### src/rtl/serial_to_parallel_pkg.sv
// Shared types and helpers for the serial_to_parallel deserializer.
// Optional parity support is compiled in with the SER2PAR_PARITY_EN macro.
package serial_to_parallel_pkg;

  // Collection phases: data bits, then (optionally) the trailing parity bit.
  typedef enum logic [0:0] {
    COLLECT = 1'b0,
    PARITY  = 1'b1
  } s2p_state_e;

  // Width of the bit counter for a word of 'width' bits (width >= 2).
  function automatic int cnt_width(input int width);
    return $clog2(width);
  endfunction

  // XOR of all data bits; unused upper bits must be zero.
  function automatic logic data_parity(input logic [31:0] data);
    return ^data;
  endfunction

endpackage

### src/rtl/ser2par_out_reg.sv
// Valid/ready holding register with overrun detection. A load while a word
// is held and not being accepted is dropped and flagged for one cycle.
module ser2par_out_reg #(
  parameter int DATA_W = 8
) (
  input  logic              clk,
  input  logic              rst_n,
  input  logic              load,
  input  logic [DATA_W-1:0] load_data,
  input  logic              ready,
  output logic [DATA_W-1:0] data,
  output logic              valid,
  output logic              overrun
);

  logic [DATA_W-1:0] data_r;
  logic [DATA_W-1:0] data_next_s;
  logic              valid_r;
  logic              valid_next_s;
  logic              overrun_r;
  logic              overrun_next_s;

  // Decide whether a completing word loads, is dropped, or the held word is consumed.
  always_comb begin
    data_next_s    = data_r;
    valid_next_s   = valid_r;
    overrun_next_s = 1'b0;
    if (load) begin
      if (!valid_r || ready) begin
        data_next_s  = load_data;
        valid_next_s = 1'b1;
      end else begin
        overrun_next_s = 1'b1;
      end
    end else if (valid_r && ready) begin
      valid_next_s = 1'b0;
    end else begin
      valid_next_s = valid_r;
    end
  end

  // Register the output word, its valid flag and the overrun pulse.
  always_ff @(posedge clk or negedge rst_n) begin
    if (!rst_n) begin
      data_r    <= {DATA_W{1'b0}};
      valid_r   <= 1'b0;
      overrun_r <= 1'b0;
    end else begin
      data_r    <= data_next_s;
      valid_r   <= valid_next_s;
      overrun_r <= overrun_next_s;
    end
  end

  assign data    = data_r;
  assign valid   = valid_r;
  assign overrun = overrun_r;

endmodule

### src/rtl/serial_to_parallel.sv
// Deserializer: gathers WIDTH qualified bits from the D_ff stage into a word
// and presents it on a valid/ready port. Define SER2PAR_PARITY_EN to expect a
// trailing even-parity bit per word and report parity_err with the word.
module serial_to_parallel
  import serial_to_parallel_pkg::*;
#(
  parameter int WIDTH     = 8,
  parameter bit MSB_FIRST = 1'b1
) (
  input  logic                          clk,
  input  logic                          rst_n,
  input  logic                          din,
  input  logic                          din_valid,
  output logic [WIDTH-1:0]              dout,
  output logic                          dout_valid,
  input  logic                          dout_ready,
  output logic                          overrun,
`ifdef SER2PAR_PARITY_EN
  output logic                          parity_err,
`endif
  output logic [cnt_width(WIDTH)-1:0]   bit_cnt
);

  localparam int CNT_W = cnt_width(WIDTH);
`ifdef SER2PAR_PARITY_EN
  localparam int OUT_W = WIDTH + 1;
`else
  localparam int OUT_W = WIDTH;
`endif

  logic [WIDTH-1:0] shift_r;
  logic [WIDTH-1:0] shifted_s;
  logic [CNT_W-1:0] cnt_r;
  logic             last_bit_s;
  logic             load_s;
  logic [OUT_W-1:0] load_data_s;
  logic [OUT_W-1:0] out_data_s;
`ifdef SER2PAR_PARITY_EN
  s2p_state_e       state_r;
`endif

  // Shift-register image after taking din, and detection of the word's last data bit.
  always_comb begin
    if (MSB_FIRST) begin
      shifted_s = {shift_r[WIDTH-2:0], din};
    end else begin
      shifted_s = {din, shift_r[WIDTH-1:1]};
    end
    last_bit_s = (cnt_r == CNT_W'(WIDTH - 1));
  end

`ifdef SER2PAR_PARITY_EN
  // Word is delivered on the parity bit, tagged with the even-parity check result.
  always_comb begin
    load_s      = 1'b0;
    load_data_s = {OUT_W{1'b0}};
    if ((state_r == PARITY) && din_valid) begin
      load_s      = 1'b1;
      load_data_s = {data_parity(32'(shift_r)) ^ din, shift_r};
    end else begin
      load_s = 1'b0;
    end
  end

  // Collect data bits, then wait in PARITY for the parity bit before the next word.
  always_ff @(posedge clk or negedge rst_n) begin
    if (!rst_n) begin
      shift_r <= {WIDTH{1'b0}};
      cnt_r   <= {CNT_W{1'b0}};
      state_r <= COLLECT;
    end else begin
      case (state_r)
        COLLECT: begin
          if (din_valid) begin
            shift_r <= shifted_s;
            if (last_bit_s) begin
              cnt_r   <= {CNT_W{1'b0}};
              state_r <= PARITY;
            end else begin
              cnt_r <= cnt_r + CNT_W'(1);
            end
          end
        end
        PARITY: begin
          if (din_valid) begin
            state_r <= COLLECT;
          end
        end
        default: begin
          state_r <= COLLECT;
        end
      endcase
    end
  end
`else
  // Word completes on the edge that takes its last data bit.
  always_comb begin
    load_s      = 1'b0;
    load_data_s = {OUT_W{1'b0}};
    if (din_valid && last_bit_s) begin
      load_s      = 1'b1;
      load_data_s = shifted_s;
    end else begin
      load_s = 1'b0;
    end
  end

  // Take qualified bits and count them, wrapping on the word's last bit.
  always_ff @(posedge clk or negedge rst_n) begin
    if (!rst_n) begin
      shift_r <= {WIDTH{1'b0}};
      cnt_r   <= {CNT_W{1'b0}};
    end else if (din_valid) begin
      shift_r <= shifted_s;
      if (last_bit_s) begin
        cnt_r <= {CNT_W{1'b0}};
      end else begin
        cnt_r <= cnt_r + CNT_W'(1);
      end
    end
  end
`endif

  ser2par_out_reg #(
    .DATA_W (OUT_W)
  ) u_out_reg (
    .clk       (clk),
    .rst_n     (rst_n),
    .load      (load_s),
    .load_data (load_data_s),
    .ready     (dout_ready),
    .data      (out_data_s),
    .valid     (dout_valid),
    .overrun   (overrun)
  );

`ifdef SER2PAR_PARITY_EN
  assign {parity_err, dout} = out_data_s;
`else
  assign dout = out_data_s;
`endif
  assign bit_cnt = cnt_r;

endmodule

### config.mk
export PLATFORM = sky130hd
export DESIGN_NAME = serial_to_parallel
export DESIGN_NICKNAME = d
export VERILOG_FILES = /design/src/rtl/serial_to_parallel_pkg.sv /design/src/rtl/ser2par_out_reg.sv /design/src/rtl/serial_to_parallel.sv
export SDC_FILE = /design/constraint.sdc
export NUM_CORES = 1
export LEC_CHECK = 0
export CAP_MARGIN = 20
export CORE_UTILIZATION = 40
export DETAILED_ROUTE_END_ITERATION = 10
export GPL_ROUTABILITY_DRIVEN = 1
export PLACE_DENSITY = 0.66
export SETUP_SLACK_MARGIN = 0.05
export SYNTH_ARGS = -nofsm -noshare
export SYNTH_HDL_FRONTEND = slang
export SYNTH_SLANG_ARGS = --single-unit
### constraint.sdc
create_clock -name clk -period 2.5 [get_ports clk]
set_clock_uncertainty 0.2 [all_clocks]
set_input_delay 0.25 -clock clk [delete_from_list [all_inputs] [get_ports clk]]
set_output_delay 0.25 -clock clk [all_outputs]
set_load 0.03 [all_outputs]
After elaboration in Yosys (flattened, before gate mapping):

Cells that the tools add are included.

* output and inout port bits: 13
* word-level logic and storage cells: 23
* bits of input ports: 5
* register bits after elaboration: 20

* reduce and logical (&&, ||, !) cells: 7
* eq/ne operators: 2
* multiplexer cells: 8
* $add $sub $neg: 1

Operators by type and width (number)
* $mux W8: 1
* $mux W1: 6
* $reduce_and A2 Y1: 2
* $add A3 B1 Y3 const B: 1
* $eq A3 B3 Y1 const B: 1
* $mux W3: 1
* $logic_and A1 B1 Y1: 2
* $ne A2 B1 Y1 const B: 1
* $reduce_bool A2 Y1: 1
* $logic_not A1 Y1: 1
* $logic_or A1 B1 Y1: 1

Logic depth before layout (Yosys ltp):

Gate-level depths: netlist (run 1).

* depth in word-level cells: 5
* mapped depth: 6
* mapped depth without buffers: 5

By module:

Synthesis (run 1) repeated with hierarchy kept, for this count alone.

* cells, all modules: 57
* area, all modules: 905.9 um^2

By module, submodules not included
* serial_to_parallel: times used 1, area each 499.2 um^2, cells an instance 34, seq. area each 250.2 um^2
* ser2par_out_reg: times used 1, area each 406.6 um^2, cells an instance 23, seq. area each 250.2 um^2

Worst setup path before layout (run 1):

Ideal clock, no wire load.

* path type: flip-flop to flip-flop
* from: register cnt_r[0], in the netlist bit_cnt[0]
* to: register u_out_reg.data_r[0], in the netlist u_out_reg.data[0]
* cell stages (with the launch flop): 7
* setup time: 0.125 ns
* setup slack: 0.677 ns
* arrival time: 1.498 ns
* period minus slack after synthesis: 1.823 ns
* data required time: 2.175 ns
* buffers on the path: 1
* cells stage by stage: dfrtp_1 > ha_1 > ha_1 > nand2_2 > nor2b_4 > buf_6 > mux2_4

* word-level cells in the longest chain between the ends: 4
* elaborated cells on any way between the ends: 5
* classes of those cells: eq/ne: 1; mux: 2; reduce/logical: 2

Ends and longest elaborated chain
* start, declared: line serial_to_parallel.sv:33 `logic [CNT_W-1:0] cnt_r;`
* start signal, assigned: line serial_to_parallel.sv:112 `cnt_r <= {CNT_W{1'b0}};`
* start signal, assigned: line serial_to_parallel.sv:116 `cnt_r <= {CNT_W{1'b0}};`
* start signal, assigned: line serial_to_parallel.sv:118 `cnt_r <= cnt_r + CNT_W'(1);`
* $eq A3 B3 Y1 *: line serial_to_parallel.sv:49 `last_bit_s = (cnt_r == CNT_W'(WIDTH - 1));`
* $logic_and A1 B1 Y1 *: line serial_to_parallel.sv:100 `if (din_valid && last_bit_s) begin`
* $mux W1: line serial_to_parallel.sv:100
* $reduce_and A2 Y1 (no line)
* end signal, assigned: line ser2par_out_reg.sv:45 `data_r <= {DATA_W{1'b0}};`
* end signal, assigned: line ser2par_out_reg.sv:49 `data_r <= data_next_s;`
* end, declared: line ser2par_out_reg.sv:16 `logic [DATA_W-1:0] data_r;`

Every way passes the cells marked *; elsewhere a longest branch is shown, timed or not.
A chain may end at the register's enable or synchronous reset.

Final worst setup path (run 1):

* from: register cnt_r[0], in the netlist bit_cnt[0]
* to: output bit_cnt[0]

RTL lines
* end, declared: line serial_to_parallel.sv:21 `output logic [cnt_width(WIDTH)-1:0] bit_cnt`

No word-level cell between the ends.

==> metrics.md, run 1 <==
| Metric | Value |
|---|---|
| TritonCTS clock tree | built |
| Crit Path Category | reg -> out |
| Cells after synthesis | 48 |
| TritonRoute pass-1 iters | 2 |
| Routability Congestion | a little over 0.6 |
| Final layout net count | 77 |
| P_leak | 0.481 nW |
| Largest net degree at the start of global routing | 21 |
| CP arrival | 1.37 ns |
| CP delay by family, top | buffers and inverters |
| N_diodes | 0 |
| Post-CTS Setup Inserts | 0 |
| Synth Register Bits | 20 |
| Initial antenna violation count | 0 |
| Input/output buffers | 17 |
| Final hold vios | 0 |
| Area delta synth->final | 29.1% |
| Pwr/cell area | between 1000 and 1500 nW/um^2 |
| # rows | 16 |
| FFs w/ async S/R, synth | 100% |
| Total net switching power | ~0.44 mW |
| Ys flop type | dfrtp_1 |
| GRT Resource Usage Total | 13.0% |
| Root Buffer | clkbuf_4 |
| H-tree levels | 1 |
| CP endpoint kind | primary output |
| First-pass GRT wire length | 1930 um |
| I/O pin count | 18 |
| HPWL Detailed | approximately 800 um |
| Switching share of total power | 34.5% |
| Clock Pin Slew Worst Setup and Hold Paths | 0.10 ns |
| Fin crit share | 73.0% |
| Critical Path Fanout Max | 3 |
| Design area | between 1000 and 1500 um^2 |
| Unrepaired setup endpoints after global routing | no |
| Via count | 424 |
| Crit-path slowest cell | clkdlybuf4s50_1 |
| Total chip power | between 1 and 1.5 mW |
| Ys Warns | 0 |
| CTS Sinks | 20 |
| Sequential power share | 40.2% |
| WL per Instance | 11.8 um |
| Critical path, cell by cell | clkdlybuf4s50_1 |
| DRC Markers | 0 |
| Core area | 1940 um^2 |
| Die area | 2240 um^2 |
| Top-count cell post-synth | dfrtp_1 |
| Clock Latency Late Sink | about 0.28 ns |
| Slew margin rel. | 76.4% |
| Final setup TNS | 0 ns |
| Die span in y | roughly 47 um |
| Combinational Power Share | a little under half |
| Mapped Area | 821 um^2 |
| Buf+Inv Stages, Crit Path | 1 |
| Starting Density | a little over two fifths |
| CP Launch Type | flop |
| Final wirelength | about 1100 um |
| Req. time, crit path | 2.05 ns |
| Synth top area share | between 60% and 70% |
| Syn avg cell area | 17.1 um^2 |
| Max-slew violations | 0 |
| Synth area leader | dfrtp_1 |
| Inserted Clock Buffers | 3 |
| Post-CTS sizing | 0 |
| Placed inst area | 1020 um^2 |
| # Max-Cap Violations | 0 |
| Area contributors post-synth | dfrtp_1 (61%), mux2_4 (15%), mux2_2 (12%), ha_1 (3.0%), nand2b_4 (1.7%) |
| Clock power share | 13.9% |
| Synthesized Nets | 55 |
| First DRT Iteration DRCs | 2 |
| Vias per cell | 4.42 |
| Hold buffer count at cts | 0 |
| Final number of setup-violating endpoints | 0 |
| GRT overflow | 0 |
| Die width | 47.3 um |
| Layout cells sized above 1 | 37.7% |
| Fmax | 0.548 GHz |
| Max VDD drop | between 600 and 700 uV |
| CTS Buffer Depth | 2 |
| Post-synth EDFFs | 0 |
| Seq/Total Area, Yosys | between 60% and 70% |
| Worst-Margin Slew | approximately 0.35 ns |
| Top cells by count, synth | dfrtp_1 (20), mux2_2 (9), mux2_4 (8), ha_1 (2) |
| Status | finished, final reports clean |
| Max stage delay on crit path | between 0.6 and 0.7 ns |
| Vias in the first global route | 406 |
| Final min period | 1.82 ns |
| Synth cell types | 13 |
| Detail Route Antenna Nets | 0 |
| Worst min path class | in -> async |
| Int Pwr | 0.839 mW |
==> worst register-to-register path, cell delays in order (launching register included) <==
cell     delay, ns
dfrtp_1       0.41
ha_1          0.17
ha_1          0.18
nand2_2       0.09
nor2b_4       0.33
mux2_4        0.34
==> routing by layer <==
metal	up-vias	GRT usage [%]	wire, um
met5	-	0	0
met4	0	5.14	9
met3	2	4.62	43
met2	8	16.2	514
met1	210	20.2	563
li1	204	-	-
==> power groups by stage <==
stage / Sequential, mW / Combinational, mW / Clock (mW)
after global placement: 0.524 / 0.584 / 0
final: 0.515 / 0.589 / 0.178
after detailed placement: 0.523 / 0.594 / 0
after CTS: 0.518 / 0.594 / 0.188
after global routing: 0.533 / 0.627 / 0.207
after floorplan: 0.692 / 0.201 / 0
==> placed cells by master (no fill, tap or decap) <==
cell and count:
buf_4 2, clkbuf_4 3, clkbuf_8 1, clkdlybuf4s50_1 17
dfrtp_1 20, ha_1 2, mux2_2 9, mux2_4 8
mux2i_1 1, nand2_1 1, nand2_2 1, nand2b_1 1
nand2b_4 1, nor2_1 1, nor2b_4 1
==> cell type report <==
cell class              count  area [um^2]
flip-flops and latches     20          500
fillers                   179          882
multi-input cells          26          304
well taps                  27         33.8
repair buffers             19          185
clock buffers               4         36.3
==> flip-flops by register name (all words and copies together), names as in the netlist <==
signal             count
bit_cnt                3
shift_r                7
u_out_reg.data         8
u_out_reg.overrun      1
u_out_reg.valid        1
==> through the flow <==
step,utilization (%),cells,worst slack (ns),hold slack (ns)
after floorplan,-,48,0.677,-0.246
after global placement,52.7,92,0.678,0.287
after detailed placement,52.7,92,0.663,0.297
after CTS,54.6,96,0.651,0.0757
after global routing,54.6,96,0.587,0.109
final,54.6,96,0.675,0.0840
==> cells by family after synthesis <==
family	after synthesis	synth area share, %
fa+ha+maj	2	3.05
buf+inv	2	1.98
simple gates	6	5.79
flops	20	61.0
mux	18	28.2
==> path summary, 6_finish.rpt <==
path	depth (start not counted)	to	startpoint	slack (ns)
max in group asynchronous	2	u_out_reg.overrun	rst_n	1.81
hold reg to reg	1	bit_cnt[0]	bit_cnt[0]	0.32
setup / recovery	1	bit_cnt[0]	bit_cnt[0]	0.68
setup reg to reg	5	u_out_reg.data[2]	bit_cnt[0]	0.69
hold / removal	2	u_out_reg.data[3]	rst_n	0.08
min in group clk	1	bit_cnt[0]	bit_cnt[0]	0.32
(Power assumes the default switching activity.)
==> run 2, diff against run 1 <==
- PLACE_DENSITY: 0.66 -> 0.68
- clock period: 2.5 -> 1.5 ns (I/O delays scaled with it)
==> run 2 against run 1 <==
Sequential power up 70%. Register-to-register slack worse by 0.80 ns. Cell area up 7.3%. Clock power up 68%. The flow now finishes with violations (setup timing). Highest routed layer unchanged. Critical path depth up 5. Global-route usage about the same. Core utilization up 4.0 points. Count of clock-buffer cells in the layout unchanged. Critical endpoint is now u_out_reg.data[4]. Flip-flop and latch count unchanged.
==> metrics.md, run 2 (synthesized netlist as in run 1, its figures left out) <==
| Metric | Value |
|---|---|
| I/O pin count | 18 (unchanged) |
| Pwr/cell area | 1900 nW/um^2 (+57%) |
| # rows | 16 (unchanged) |
| Critical Path Fanout Max | 8 (+5) |
| Vias in the first global route | 416 (+2.5%) |
| Req. time, crit path | 1.49 ns (-0.56 ns) |
| # Max-Cap Violations | 0 (unchanged) |
| Worst-Margin Slew | 0.301 ns (-0.0530 ns) |
| Buf+Inv Stages, Crit Path | 1 (unchanged) |
| Die area | 2240 um^2 (unchanged) |
| Layout cells sized above 1 | 54.7% (+17 points) |
| Slew margin rel. | 80.0% (+3.7 points) |
| CP Launch Type | flop |
| Final setup TNS | -0.818 ns (-0.818 ns) |
| TritonCTS clock tree | built |
| Worst hold slack | 0.293 ns (+0.209 ns) |
| DP Worst Slack | -0.148 ns (-0.811 ns) |
| Crit Path Category | reg -> reg |
| WL per Instance | 11.6 um (-1.6%) |
| Total net switching power | 0.774 mW (+75%) |
| Combinational Power Share | 45.6% (-0.3 points) |
| CTS Buffer Depth | 2 (unchanged) |
| Detail Route Antenna Nets | 0 (unchanged) |
| Most frequent cells in the layout | dfrtp_1 (18), mux2_2 (9), mux2_4 (8), buf_4 (8), clkdlybuf4s15_1 (5) |
| Die width | 47.3 um (unchanged) |
| CTS Sinks | 20 (unchanged) |
| Inserted Clock Buffers | 3 (unchanged) |
| Design area | 1140 um^2 (+7.3%) |
| Max-slew violations | 0 (unchanged) |
| Cell Count, Final, Fillers Out | 102 (+6.3%) |
| Final number of setup-violating endpoints | 8 (+8) |
| HPWL Detailed | 829 um (+3.8%) |
| Via count | 458 (+8.0%) |
| Int Pwr | 1.39 mW (+66%) |
| Vias per cell | 4.49 (+1.7%) |
| Unrepaired setup endpoints after global routing | yes |
| Failing checks | setup timing |
| Placed inst area | 1100 um^2 (+7.6%) |
| Worst path most repeated cell | ha_4 |
| Largest net degree at the start of global routing | 21 (unchanged) |
| Routability Congestion | 0.613 (-0.92%) |
| Largest register FFs | 8 (unchanged) |
| Core area | 1940 um^2 (unchanged) |
| Die span in y | 47.3 um (unchanged) |
| Area delta synth->final | 38.6% |
| R2R Setup Slk | -0.11 ns (-0.80 ns) |
| First DRT Iteration DRCs | 0 (-2) |
| Setup WS post-layout | -0.108 ns (-0.783 ns) |
| CP endpoint kind | flop |
| CP arrival | 1.60 ns (+0.23 ns) |
| Clock power share | 13.8% (about the same) |
| GRT Resource Usage Total | 13.1% (+0.042 points) |
| First-pass GRT wire length | 1870 um (-3.3%) |
| Switching share of total power | 35.8% (+1.2 points) |
| Most common cell after layout, fill and taps aside | dfrtp_1 |
| N_diodes | 0 (unchanged) |
| Crit-path slowest cell | dfrtp_2 |
| Fmax | 0.622 GHz |
| Sequential power share | 40.5% (+0.3 points) |
| P_leak | 0.531 nW (+10%) |
| Worst min path class | in -> reg |
| Max stage delay on crit path | 0.44 ns (-0.24 ns) |
| Root Buffer | clkbuf_4 |
| Input/output buffers | 17 (unchanged) |
| Status | finished with violations |
| Final wirelength | 1180 um (+4.5%) |
| Initial antenna violation count | 0 (unchanged) |
| Clock Pin Slew Worst Setup and Hold Paths | 0.10 ns (about the same) |
| TritonRoute pass-1 iters | 1 (-1) |
| Fillers | 176 (-1.7%) |
| Dpl cells | 97 (+5.4%) |
| Final hold vios | 0 (unchanged) |
| H-tree levels | 1 (unchanged) |
| Fin crit share | 107% |
| GRT overflow | 0 (unchanged) |
| Max VDD drop | 1070 uV (+68%) |
| Final layout net count | 83 (+7.8%) |
| Clock Latency Late Sink | 0.29 ns (about the same) |
| Final min period | 1.61 ns |
| Critical path, cell by cell | ha_4, ha_4, nand2_4, nor2b_4, buf_12, mux2_4 |
| CP delay by family, top | flip-flops |
| Starting Density | 42.3% (unchanged) |
| DRC Markers | 0 (unchanged) |
run 2: worst reg2reg max path, stage by stage (launching register included):
cell	delay, ns
dfrtp_2	0.44
ha_4	0.17
ha_4	0.16
nand2_4	0.07
nor2b_4	0.04
buf_12	0.14
mux2_4	0.29
run 2: layer usage:
| layer | track usage [%] | up-vias | share of wire (%) | wire length [um] |
|---|---|---|---|---|
| met3 | 4.62 | 2 | 3.6 | 43 |
| met1 | 17.5 | 225 | 47 | 559 |
| met2 | 17.8 | 8 | 48 | 567 |
| met4 | 8.57 | 0 | 0.93 | 11 |
| met5 | 0 | - | 0 | 0 |
| li1 | - | 223 | - | - |
run 2: final timing paths:
| path | end | cells after the start | startpoint |
|---|---|---|---|
| worst max-delay path | u_out_reg.data[4] | 6 | bit_cnt[0] |
| worst min-delay path | u_out_reg.data[0] | 2 | din |
| worst max register to register | u_out_reg.data[4] | 6 | bit_cnt[0] |
| worst min register to register | u_out_reg.data[3] | 1 | u_out_reg.data[3] |
| max in group asynchronous | bit_cnt[1] | 3 | rst_n |
| min in group asynchronous | u_out_reg.data[6] | 3 | rst_n |
run 2: cell type report:
class / instances / area, um^2 / share of cell area [%]
clock buffer: 4 / 36.3 / 3.19
multi-input combinational: 26 / 334 / 29.4
sequential: 20 / 503 / 44.2
tap: 27 / 33.8 / 2.97
timing repair buffer: 25 / 230 / 20.2
run 2: repair_timing:
item,4_1_cts,5_1_grt
cloned,0,0
setup buffers,1,1
hold buffers,1,0
endpoints found under the hold margin,20,0
setup endpoints to repair,19,15
resized for setup,16,8
run 2: power by group through the flow:
stage | sequential (mW) | combinational [mW] | clock, mW
after floorplan | 1.17 | 0.366 | 0
after global placement | 0.888 | 1.06 | 0
after detailed placement | 0.888 | 1.08 | 0
after CTS | 0.877 | 0.998 | 0.323
after global routing | 0.902 | 1.06 | 0.336
final | 0.878 | 0.988 | 0.299
run 2: metrics by stage:
step	power [mW]	util, %
floorplan	1.54	-
global placement	1.95	56.7
detailed placement	1.96	56.7
CTS	2.20	58.7
global route	2.30	58.6
finish	2.16	58.6
==> variant 1, RTL diff (settings of run 2) <==
The parameter `WIDTH` goes from 8 to 6.
--- a/src/rtl/serial_to_parallel.sv
+++ b/src/rtl/serial_to_parallel.sv
@@ -4,7 +4,7 @@
 module serial_to_parallel
   import serial_to_parallel_pkg::*;
 #(
-  parameter int WIDTH     = 8,
+  parameter int WIDTH     = 6,
   parameter bit MSB_FIRST = 1'b1
 ) (
   input  logic                          clk,
Interface: changed (resized dout); port bits go from 18 to 16. The function was not compared with the original's and may differ.
==> variant 1 against run 2 <==
Cell count is 19% lower. Design area is 19% lower. Worst setup slack better by 0.13 ns. Total power is 19% lower. Wire length is 6.5% lower. Sequential share of layout area is 0.28 points lower. Non-clock buffer count is 1 lower. Area after synthesis is 20% lower. Sequential cell count is 4 lower. Clock power is 7.4% lower. Critical path type unchanged. Critical endpoint is now u_out_reg.data[5]. Largest power group unchanged. Highest routed layer is now met3.
==> variant 1: results (changes against run 2) <==
status=complete, no violations; final WL=1104 um (-6.5%); DR vias/cell=4.735 (+5.5%); RD Place Congestion=0.6422 (+4.7%); vias in the first global route=447 (+7.5%); first-pass iteration count of the detailed router=2 (+1); Worst Tran Pin Value=0.3084 ns (+0.007463 ns); Iter 0 DRT Violations=4 (+4); Hold Path Cell Cnt=1 (-1); unique cell type count in the Yosys netlist=11 (-2); Port Buffers=15 (-2); r2r setup slk=0.02 ns (+0.13 ns); sequential power=702 uW (-20%); total track usage=14.67% (+1.6 points); Sw Ratio=36.52% (+0.75 points); fin crit share=98.67% (-8.5 points); largest net degree at the start of global routing=17 (-19%); Worst Hold Launch=u_out_reg.data[3]; Clk pwr share=15.8% (+2.0 points); share of cells above drive strength 1=46.27% (-8.4 points); global-route wire length before repair=1911 um (+2.2%); syn_nets=46 (-16%); leakage=0.4570 nW (-14%); hold crit path type=reg2reg; fill cell count=126 (-28%); dpl hpwl=761 um (-8.2%); worst r2r dst=u_out_reg.data[5]; reg2reg start=bit_cnt[1]; Worst EP arrival=1.45 ns (-0.15 ns); Hold Path End=u_out_reg.data[3]; nets=73 (-12%); CP max stage delay=0.42 ns (-0.02 ns)
## variant 1: cell types whose count changed in the layout (fill, tap and decap cells not counted), moves of 2 or more
| cell | before | now |
|---|---|---|
| ha_4 | 2 | 0 |
| mux2_2 | 9 | 6 |
| dfrtp_1 | 18 | 13 |
| nand2_1 | 1 | 3 |
| clkdlybuf4s15_1 | 5 | 1 |
| dlygate4sd2_1 | 2 | 8 |
| mux2_4 | 8 | 6 |
## variant 1: cell type report
| cell class | instances | area [um2] | area share (%) |
|---|---|---|---|
| clock buffers | 4 | 36.28 | 3.946 |
| multi-input cells | 23 | 240.2 | 26.12 |
| flip-flops and latches | 16 | 404.1 | 43.95 |
| well taps | 16 | 20.02 | 2.177 |
| repair buffers | 24 | 219.0 | 23.81 |
## variant 1: cells by family (layout without fill, tap and decap cells)
| kind of cell | Yosys count | after routing | share of synthesized area (%) |
|---|---|---|---|
| AO/OA/AOI/OAI | 1 | 1 | 0.7597 |
| buffers and inverters | 2 | 28 | 3.422 |
| multiplexers | 12 | 12 | 23.95 |
| XOR/XNOR | 1 | 1 | 1.331 |
| flip-flops | 16 | 16 | 60.84 |
| AND/OR/NAND/NOR | 9 | 9 | 9.696 |
## variant 1: stage by stage
| stage | instances | hold WS (ns) | util, % | total power [mW] | setup WS (ns) |
|---|---|---|---|---|---|
| final | 83 | 0.3200 | 60.34 | 1.752 | 0.01993 |
| after global routing | 83 | 0.3133 | 60.34 | 1.848 | -0.03171 |
| after CTS | 82 | 0.3132 | 60.02 | 1.779 | 0.01226 |
| after detailed placement | 76 | 0.2850 | 56.90 | 1.564 | -0.2330 |
| after global placement | 76 | 0.2938 | 56.90 | 1.550 | -0.2161 |
| after floorplan | 41 | -0.3456 | - | 1.206 | -0.04886 |
## variant 1: what timing repair did
action / in CTS / in global routing
resized for setup: 14 / 3
endpoints found under the hold margin: 16 / 0
buffers inserted: 1 / 1
endpoints found under the setup margin: 17 / 9
hold buffers: 1 / 0
pin swaps: 0 / 0
## variant 1: how the worst max path moves through the flow
| stage | slack, ns | to | start | cells after the start |
|---|---|---|---|---|
| 6_report | 0.02 | u_out_reg.data[5] | bit_cnt[1] | 4 |
| 5_1_grt | -0.03 | u_out_reg.data[5] | bit_cnt[1] | 4 |
| 4_1_cts | 0.01 | u_out_reg.data[5] | bit_cnt[1] | 4 |
| 3_5_place_dp | -0.23 | u_out_reg.data[4] | din_valid | 5 |
| 3_3_place_gp | -0.22 | u_out_reg.data[0] | din_valid | 5 |
| 2_1_floorplan | -0.05 | u_out_reg.data[0] | bit_cnt[1] | 4 |
## variant 1: layer usage
metal  vias up  GRT usage, %  part of all wire [%]  wire length [um]
li1        190             -                     -                 -
met1       195         19.05                    44               481
met2         8         22.46                    54               596
met3         0         3.879                   2.4                26
met4         0         7.500                     0                 0
met5         -             0                     0                 0
==> variant 2, RTL diff (flow settings as in run 2) <==
Made on the original files. Register the output `overrun`; this adds one clock of latency there. The other outputs are not delayed to match.
--- a/src/rtl/serial_to_parallel.sv
+++ b/src/rtl/serial_to_parallel.sv
@@ -22,6 +22,8 @@
 );
 
   localparam int CNT_W = cnt_width(WIDTH);
+
+  logic overrun_d;
 `ifdef SER2PAR_PARITY_EN
   localparam int OUT_W = WIDTH + 1;
 `else
@@ -131,7 +133,7 @@
     .ready     (dout_ready),
     .data      (out_data_s),
     .valid     (dout_valid),
-    .overrun   (overrun)
+    .overrun   (overrun_d)
   );
 
 `ifdef SER2PAR_PARITY_EN
@@ -141,5 +143,13 @@
 `endif
   assign bit_cnt = cnt_r;
 
+  always_ff @(posedge clk or negedge rst_n) begin
+    if (!rst_n) begin
+      overrun <= '0;
+    end else begin
+      overrun <= overrun_d;
+    end
+  end
+
 endmodule
 
Formal check against the unedited RTL: same outputs for any inputs over 10 cycles, from zero or initial values and one cycle with rst_n low; that may be too few to reach the edited logic, so the function may still have changed.
==> variant 2 against run 2 <==
The flow still finishes with violations (setup timing). Sequential cell count is 1 higher. Die area grew 2.9%. Utilization is 2.5 points lower. Largest power group unchanged. Area after synthesis grew 3.0%. Worst setup slack better by 0.0022 ns. Highest routed layer unchanged. Total power is 2.0% lower. Wire length is 2.5% higher. Design area fell by 2.3%.
==> variant 2: results (changes against run 2) <==
Worst Hold Launch=u_out_reg.overrun; Layout Cells excl Fill=102 (unchanged); Placement Cell Area=1119 um2 (+1.6%); total track usage=12.91% (-0.17 points); global-route wire length before repair=1994 um (+6.7%); endpoints failing setup=8 (unchanged); worst r2r dst=u_out_reg.data[2]; post-route setup slack=-0.1056 ns (+0.002198 ns); fill cell count=172 (-2.3%); failing checks=setup timing; Hold Path Cell Cnt=0 (-2); htree depth=1 (unchanged); Commonest cells post-synth=21 x dfrtp_1, 9 x mux2_2, 8 x mux2_4; syn_nets=56 (+1.8%); Relative slew margins=80.13% (+0.12 points); reg2reg start=bit_cnt[1]; Diodes inserted=0 (unchanged); nets=83 (unchanged); hold crit path type=reg2reg; largest net degree at the start of global routing=22 (+4.8%); antenna violations before repair=0 (unchanged); Worst EP arrival=1.61 ns; Post-synth ARST share=100.0% (unchanged); Hold Path End=overrun; R2R cell count=6 (unchanged); Worst-path clk slew=0.12 ns (+0.02 ns); dpl hpwl=838.7 um (+1.1%); register area share after synthesis=62.13% (+1.2 points); Port Buffers=17 (unchanged); share of cells above drive strength 1=61.33% (+6.7 points); status=finished, violations left; DR vias/cell=4.520 (+0.66%); Clock Tree Root=clkbuf_4; routed wire length per instance=11.87 um (+2.5%); first-pass iteration count of the detailed router=3 (+2); dominant cells by area after synthesis=dfrtp_1 62%, mux2_4 14%, mux2_2 12%; peak supply drop=870.5 uV (-19%); Post-synth top flop=dfrtp_1; Iter 0 DRT Violations=5 (+5); leakage=0.5332 nW (+0.50%); vias in the first global route=461 (+11%); number of CTS-inserted buffers=3 (unchanged); RD Place Congestion=0.6456 (+5.3%); clock latency at the later pin of the worst-skew pair=0.31 ns (+0.02 ns); Syn Inst Count=49 (+2.1%); unique cell type count in the Yosys netlist=13 (unchanged); P_sw=797.1 uW (+2.9%); placed insts=97 (unchanged)
## variant 2: cell types whose count changed in the layout (fill, tap and decap cells not counted), sizes merged
cell / before / now
clkbuf: 6 / 11
clkdlybuf4s15: 7 / 1
clkinv: 0 / 1
dfrtp: 20 / 21
dlygate4sd2: 2 / 1
## variant 2: worst max-delay path by stage
stage | start | slack (ns) | depth (start not counted) | endpoint
CTS | bit_cnt[0] | -0.12 | 6 | u_out_reg.data[2]
global placement | dout_ready | -0.15 | 5 | u_out_reg.data[2]
global route | bit_cnt[0] | -0.15 | 6 | u_out_reg.data[2]
floorplan | bit_cnt[0] | -0.18 | 6 | u_out_reg.data[0]
finish | bit_cnt[1] | -0.11 | 6 | u_out_reg.data[2]
detailed placement | din_valid | -0.15 | 5 | u_out_reg.data[5]
## variant 2: through the flow
step | hold slack, ns | setup TNS, ns | utilization [%] | setup slack [ns]
floorplan | -0.3456 | -1.416 | - | -0.1770
global placement | 0.1338 | -1.612 | 56.44 | -0.1451
detailed placement | 0.1413 | -1.739 | 56.44 | -0.1478
CTS | 0.1685 | -0.8787 | 58.08 | -0.1185
global route | 0.1824 | -1.163 | 56.06 | -0.1548
finish | 0.1631 | -0.7808 | 56.06 | -0.1056
## variant 2: cell families (layout without fill, tap and decap cells)
| kind of cell | count (synthesis) | count (layout) | synth area share, % |
|---|---|---|---|
| buf+inv | 2 | 28 | 1.922 |
| fa+ha+maj | 2 | 2 | 2.958 |
| simple gates | 6 | 6 | 5.621 |
| flops | 21 | 21 | 62.13 |
| mux | 18 | 18 | 27.37 |
## variant 2: final cells by class
cell class	instances	area, um2	area share (%)
clock inverters	1	5.005	0.4504
flip-flops and latches	21	528.0	47.52
clock buffers	3	22.52	2.027
multi-input cells	26	334.1	30.07
well taps	27	33.78	3.041
repair buffers	24	187.7	16.89
## variant 2: what timing repair did
item,in CTS,in global routing
endpoints found under the hold margin,21,0
resized for setup,18,15
setup endpoints to repair,19,17
pin swaps,1,0
hold buffers,1,0
setup buffers,1,0
## variant 2: per-layer routing
metal  GRT usage, %  vias up  wire, um  share of wire, %
met1          18.44      223       618                51
met4          6.667        0        27               2.2
met2          17.84       15       504                42
met3          3.396        2        61               5.0
met5              0        -         0                 0
li1               -      221         -                 -
## variant 2: power groups by stage
stage | Combinational (mW) | Sequential, mW | Clock [mW]
3_3_place_gp | 1.07 | 0.914 | 0
6_report | 0.946 | 0.906 | 0.269
5_1_grt | 1.02 | 0.933 | 0.308
2_1_floorplan | 0.366 | 1.20 | 0
3_5_place_dp | 1.08 | 0.917 | 0
4_1_cts | 1.01 | 0.905 | 0.288
## variant 2: critical path, stage by stage (launching register included)
cell	delay [ns]
dfrtp_2	0.44
ha_4	0.17
ha_4	0.16
nand2_4	0.08
nor2b_4	0.04
buf_12	0.14
mux2_4	0.29
